[config.mk]
export PLATFORM = sky130hd
export DESIGN_NAME = keypad_encoder
export DESIGN_NICKNAME = d
export VERILOG_FILES = /design/src/rtl/keypad_encoder.sv
export SDC_FILE = /design/constraint.sdc
export NUM_CORES = 1
export LEC_CHECK = 0
export CORE_MARGIN = 5
export CORE_UTILIZATION = 45
export CTS_BUF_LIST = sky130_fd_sc_hd__clkbuf_8
export CTS_CLUSTER_DIAMETER = 30
export DETAILED_ROUTE_END_ITERATION = 8
export PLACE_DENSITY = 0.65
export SLEW_MARGIN = 15
export SYNTH_ARGS = -nofsm -noshare
export SYNTH_HDL_FRONTEND = slang
export SYNTH_SLANG_ARGS = --single-unit
[constraint.sdc]
create_clock -name clock_i -period 4.5 [get_ports clock_i]
set_input_delay 0.675 -clock clock_i [delete_from_list [all_inputs] [get_ports clock_i]]
set_output_delay 0.675 -clock clock_i [all_outputs]
set_load 0.005 [all_outputs]
[src/rtl/keypad_encoder.sv]
// ---------------------------------------------------------------------------
// keypad_encoder
//   Front end of the microwave timer-entry path. Synchronises and debounces the
//   ten raw digit buttons, encodes the accepted key to BCD and emits a one-cycle
//   active-low load strobe per physical key press.
//
// Ports
//   clock_i    : single clock, rising edge
//   clear_i    : asynchronous active-high reset
//   keypad_i   : raw buttons, bit i = digit i pressed (async, bouncy)
//   enablen_i  : active-low enable; 1 = keypad ignored
//   data_o     : BCD of last accepted digit, held until the next accept
//   loadn_o    : active-low one-cycle strobe, coincident with new data
//   busy_o     : 1 whenever the FSM is not idle
// ---------------------------------------------------------------------------
module keypad_encoder #(
    parameter int DEBOUNCE_CYCLES = 4,
    parameter int CNT_W           = 8
) (
    input  logic        clock_i,
    input  logic        clear_i,
    input  logic [9:0]  keypad_i,
    input  logic        enablen_i,
    output logic [3:0]  data_o,
    output logic        loadn_o,
    output logic        busy_o
);

    typedef enum logic [1:0] {
        IDLE        = 2'd0,
        DEB_PRESS   = 2'd1,
        LOAD        = 2'd2,
        DEB_RELEASE = 2'd3
    } state_t;

    localparam logic [CNT_W-1:0] CNT_LAST = CNT_W'(DEBOUNCE_CYCLES - 1);

    state_t            state_q, state_d;
    logic [CNT_W-1:0]  cnt_q, cnt_d;
    logic [3:0]        cand_q, cand_d;
    logic [9:0]        meta_q, ks_q;
    logic [3:0]        data_q, data_d;
    logic              loadn_q, loadn_d;
    logic              busy_q, busy_d;

    logic              ks_single;
    logic [3:0]        ks_idx;
    logic [9:0]        cand_mask;
    logic [CNT_W-1:0]  cnt_inc;

    // Two-flop synchroniser; the FSM only ever looks at ks_q.
    always_ff @(posedge clock_i or posedge clear_i) begin
        if (clear_i) begin
            meta_q <= '0;
            ks_q   <= '0;
        end else begin
            meta_q <= keypad_i;
            ks_q   <= meta_q;
        end
    end

    // Exactly-one-key detect and its index (0..9, so always valid BCD).
    always_comb begin
        ks_idx    = 4'd0;
        ks_single = ($countones(ks_q) == 1);
        for (int i = 0; i < 10; i++) begin
            if (ks_q[i]) ks_idx = 4'(i);
        end
    end

    assign cand_mask = 10'd1 << cand_q;
    // Saturating increment: a stuck counter is harmless, a wrapped one is not.
    assign cnt_inc   = (cnt_q == '1) ? cnt_q : cnt_q + 1'b1;

    always_comb begin
        state_d = state_q;
        cnt_d   = cnt_q;
        cand_d  = cand_q;
        data_d  = data_q;
        loadn_d = 1'b1;
        case (state_q)
            IDLE: begin
                if (!enablen_i && ks_single) begin
                    cand_d  = ks_idx;
                    cnt_d   = CNT_W'(1);
                    state_d = DEB_PRESS;
                end
            end
            DEB_PRESS: begin
                if (!enablen_i && ks_q == cand_mask) begin
                    if (cnt_q == CNT_LAST) begin
                        // Registered outputs: data and strobe change on LOAD entry.
                        state_d = LOAD;
                        data_d  = cand_q;
                        loadn_d = 1'b0;
                    end else begin
                        cnt_d = cnt_inc;
                    end
                end else begin
                    state_d = IDLE;
                    cnt_d   = '0;
                end
            end
            LOAD: begin
                // Always completes regardless of enablen.
                state_d = DEB_RELEASE;
                cnt_d   = '0;
            end
            DEB_RELEASE: begin
                if (ks_q != '0) begin
                    // Held key never repeats; restart the release window.
                    cnt_d = '0;
                end else if (cnt_q == CNT_LAST) begin
                    state_d = IDLE;
                    cnt_d   = '0;
                end else begin
                    cnt_d = cnt_inc;
                end
            end
            default: begin
                state_d = IDLE;
                cnt_d   = '0;
            end
        endcase
        busy_d = (state_d != IDLE);
    end

    always_ff @(posedge clock_i or posedge clear_i) begin
        if (clear_i) begin
            state_q <= IDLE;
            cnt_q   <= '0;
            cand_q  <= '0;
            data_q  <= 4'd0;
            loadn_q <= 1'b1;
            busy_q  <= 1'b0;
        end else begin
            state_q <= state_d;
            cnt_q   <= cnt_d;
            cand_q  <= cand_d;
            data_q  <= data_d;
            loadn_q <= loadn_d;
            busy_q  <= busy_d;
        end
    end

    assign data_o  = data_q;
    assign loadn_o = loadn_q;
    assign busy_o  = busy_q;

endmodule
Word-level counts from Yosys, hierarchy flattened:

Index checks and enable logic that the tools add are counted.

* multiplexer cells: 25
* shifts and indexed selects: 1
* equal/unequal tests: 9
* add/sub/neg operators: 10
* reductions and logical operators: 9

Operator list (count)
* $mux W8: 6
* $mux W4: 8
* $pmux W8 S4: 1
* $add A1 B1 Y2: 5
* $eq A10 B10 Y1: 1
* $mux W2: 5
* $reduce_bool A10 Y1: 1
* $shl A1 B4 Y10 const A: 1
* $add A8 B1 Y8 const B: 1
* $eq A8 B2 Y1 const B: 1
* $eq A8 B8 Y1 const B: 1
* $pmux W2 S4: 1
* $add A2 B2 Y3: 2
* $add A4 B2 Y5: 1
* $eq A5 B1 Y1 const B: 1
* $add A3 B3 Y4: 1
* $eq A2 B2 Y1 const B: 2
* $mux W1: 4
* $reduce_and A2 Y1: 2
* $ne A3 B3 Y1 const B: 1
* $reduce_and A3 Y1: 1
* $eq A2 B1 Y1 const B: 1
* $logic_and A1 B1 Y1: 2
* $logic_not A2 Y1: 1
* other kinds (3): 3

* input port bits: 13
* register bits: 40
* output and inout port bits: 6
* word-level logic and storage cells: 62

Logic depth before layout (Yosys ltp):

* word-level depth: 9
* mapped depth: 14
* gate-level depth less buffers: 14

Worst setup path before layout:

No wires, ideal clock.

* kind: register to register
* start point: reg ks_q[0]
* end point: reg cand_q[0]
* period minus slack after synthesis: 4.083 ns
* setup time: 0.125 ns
* path buffers: 0
* slack: 0.417 ns
* data arrival time: 3.958 ns
* cell stages (with the launch flop): 13
* data required time: 4.375 ns
* cells stage by stage: dfrtp_1 > fa_1 > fa_1 > inv_1 > fa_1 > inv_1 > ha_1 > inv_1 > fa_1 > a2111o_1 > a211o_1 > nor3_1 > mux2_2

* word-level cells in the longest chain between the ends: 7

RTL lines
* start: declaration: line 41 `logic [9:0] meta_q, ks_q;`
* start signal: assignment: line 58 `ks_q <= meta_q;`
* $add A1 B1 Y2 (implied by the code): line 65 `ks_single = ($countones(ks_q) == 1);`
* $add A2 B2 Y3 (implied by the code): line 65
* $add A3 B3 Y4 (implied by the code): line 65
* $add A4 B2 Y5 (implied by the code): line 65
* $eq A5 B1 Y1: line 65
* $logic_and A1 B1 Y1: line 83 `if (!enablen_i && ks_single) begin`
* $reduce_and A2 Y1 (no source line)
* end signal: assignment: line 139 `cand_q <= cand_d;`
* end: declaration: line 40 `logic [3:0] cand_q, cand_d;`

No other way between the ends.
A chain may end at the register's enable or synchronous reset.

Final worst setup path:

* start point: reg ks_q[0]
* end point: reg cand_q[2]

Same word-level chain as after synthesis.

==> results.yml <==
timing:
  fin_crit_sh_pct: 93.7
  rsz0062_at_grt: "false"
  max_freq_ghz: 0.237
  clock-skew-final_ns: 0.00400
  setup_ws_ns: 0.283
  slew_violations: 0
  finalSetupViolations: 0
  fin_tns_setup_ns: 0
  final_hold_viol_count: 0
  tightest_slew_ns: 0.608
  relSlewSlack_pct: 59.2
  min_period_ns: 4.22
place:
  globalplace.congestion: 0.886
  dp_cells: 268
  port_buffers: 18
  pre_cts_slack_ns: 0.281
  dp_hpwl_mm: 3.15
logic_synthesis:
  syn_nets: 220
  synth_area_sq_mm: 0.00208
  synth-seq-cells: 40
  async_reset_ff_share_pct: 100
  synth_edf_count: 0
  synth_cells: 197
  synthDistinctLibCells: 51
  synthTopCellsByCount: "39 x dfrtp_1, 18 x nand2_1, 15 x inv_1, 13 x nor2_1, 11 x nor3_1"
  synth.most_common_cell: "dfrtp_1"
  synth_area_leaders: "dfrtp_1 47%, fa_1 5.8%, nand2_1 3.2%, inv_1 2.7%, nor3_1 2.6%"
  synth_top_area_share_pct: 46.8
  avgSynthCellArea_sq_um: 10.6
  dominantRegCellSynth: "dfrtp_1"
  yosys_warnings: 0
  synth_top_area_cell: "dfrtp_1"
  synth-seq-area-share_pct: 48.1
worst_setup_path:
  cp_num_cells: 13
  crit_buf_inv: 4
  slowest_stage: "fa_1"
  cp.required_ns: 4.67
  path_cells: "fa_1 -> fa_1 -> inv_1 -> fa_1 -> inv_1 -> ha_1 -> inv_1 -> fa_1 -> a2111o_1 -> a211o_1 -> nor3_1 -> buf_4 -> mux2_2"
  crit_path_frequent_cell: "fa_1"
  worstSetupStartpointType: "flop"
  critPathMaxStageDelay_ns: 0.52
  reg2reg_depth: 13
  worstSetupPathType: "reg2reg"
  path_max_fanout: 6
  endpoint_kind: "flop"
  crit_family: "adder cells"
  critPathArrivalTime_ns: 4.39
die:
  rows: 24
  core-area_sq_mm: 0.00441
  dieArea_sq_mm: 0.00609
  die_h_um: 78.1
  boundaryPins: 19
  chipWidth_um: 78.1
  start_util_pct: 47.2
clocking:
  cts.sinks: 40
  path_clk_slew_ns: 0.08
  cts_buffer_depth: 2
  cts_hold_buf: 0
  cts_setup_buffers: 0
  cts_buffers: 5
  cts_tree: "built"
  ctsRootBufferMaster: "clkbuf_8"
  cts_resized: 0
  clock_latency_ns: 0.29
  htreeDepth: 2
route:
  vias: 1585
  dr.pass1.iters: 4
  final_antenna_net_count: 0
  drc: 0
  wire_per_inst_um: 15.6
  drtIter0Drc: 229
  drt-vias-per-instance: 5.74
  wl_mm: 4.30
global_routing:
  grt_pass1_vias: 1586
  grt-ovfl-total: 0
  grt_usage_pct: 15.2
  grt_max_degree: 41
  grt_pass1_wl_mm: 7.55
  antenna_found_initial: 0
pwr:
  p_per_area_mw_per_mm2: 309
  power_frac_clock_pct: 37.7
  power_switching_mw: 0.182
  seq_power_share_pct: 50.2
  vdd_drop_max_mv: 0.235
  internal_power_mw: 0.577
  p_leak_nw: 1.03
  power_frac_comb_pct: 12.1
  p_sw_share_pct: 24.0
run:
  maxCapViolCount: 0
cells_and_area:
  nets: 246
  post-route-util_pct: 55.7
  num_antenna_cells: 0
  syn2layout_area_growth_pct: 17.9
  drive_above_1_share_pct: 11.6
  fin_cells: 276
outcome:
  status: "complete, no violations"
min_path:
  hp-class: "reg2reg"
  whs_path_depth: 0
[cells by family after synthesis]
| group | share of synthesized area (%) |
|---|---|
| AO/OA/AOI/OAI | 12.6 |
| XOR/XNOR | 2.10 |
| adder cells (fa/ha/maj) | 8.16 |
| buffers and inverters | 4.32 |
| flip-flops | 48.1 |
| multiplexers | 1.08 |
| AND/OR/NAND/NOR | 23.6 |
[path summary, 6_finish.rpt]
check | startpoint | endpoint | slack, ns
max | ks_q[0] | cand_q[2] | 0.28
min | meta_q[8] | ks_q[8] | 0.35
max reg2reg | ks_q[0] | cand_q[2] | 0.28
min reg2reg | meta_q[8] | ks_q[8] | 0.35
max in group asynchronous | clear_i | loadn_o | 3.32
min in group asynchronous | clear_i | cnt_q[1] | 0.82
[stage by stage]
stage	hold slack (ns)	total power, mW	instance area (sq um)
after floorplan	0.331	0.450	2080
after global placement	0.333	0.478	2350
after detailed placement	0.337	0.482	2350
after CTS	0.356	0.770	2460
after global routing	0.359	0.804	2460
final	0.352	0.760	2460
[area by class of cell]
type	count	area, sq um
clock inverter	3	42.5
timing repair buffer	24	225
fill	379	1960
sequential	40	1000
clock buffer	5	68.8
tap	52	65.1
multi-input combinational	136	992
inverter	16	62.6
[cells in the final DEF (no fill, tap or decap), drive strengths merged, types with 2 or more instances in the layout]
master	instances
mux2	2
nand2	18
or4b	3
inv	16
clkdlybuf4s50	18
nand4	3
nand3	8
nand3b	2
and3	5
fa	6
a31oi	5
o31ai	2
clkbuf	5
a21oi	5
buf	6
nand2b	2
nor3	11
nor4b	3
o21bai	3
dfrtp	39
xnor2	2
o21ai	9
ha	4
xor2	3
nor3b	2
nor4	5
nor4bb	4
nor2	13
o22a	2
[state kept, by name (all words and copies together) (netlist names)]
| register | count |
|---|---|
| cnt_q | 8 |
| state_q | 2 |
| loadn_o | 1 |
| ks_q | 10 |
| data_o | 4 |
| meta_q | 10 |
| busy_o | 1 |
| cand_q | 4 |
[power by group through the flow]
| stage | Combinational (mW) | Sequential [mW] | Clock [mW] |
|---|---|---|---|
| floorplan | 0.0660 | 0.384 | 0 |
| global placement | 0.0899 | 0.388 | 0 |
| detailed placement | 0.0932 | 0.389 | 0 |
| CTS | 0.0935 | 0.381 | 0.295 |
| global route | 0.109 | 0.383 | 0.312 |
| finish | 0.0916 | 0.382 | 0.286 |
[per-layer routing]
layer | wire [um] | track usage [%] | vias to the layer above
li1 | - | - | 758
met1 | 2110 | 22.9 | 783
met2 | 1920 | 21.6 | 38
met3 | 216 | 3.32 | 6
met4 | 57 | 5.24 | 0
met5 | 0 | 0 | -
Note: power is estimated with default switching activity, not from simulation.
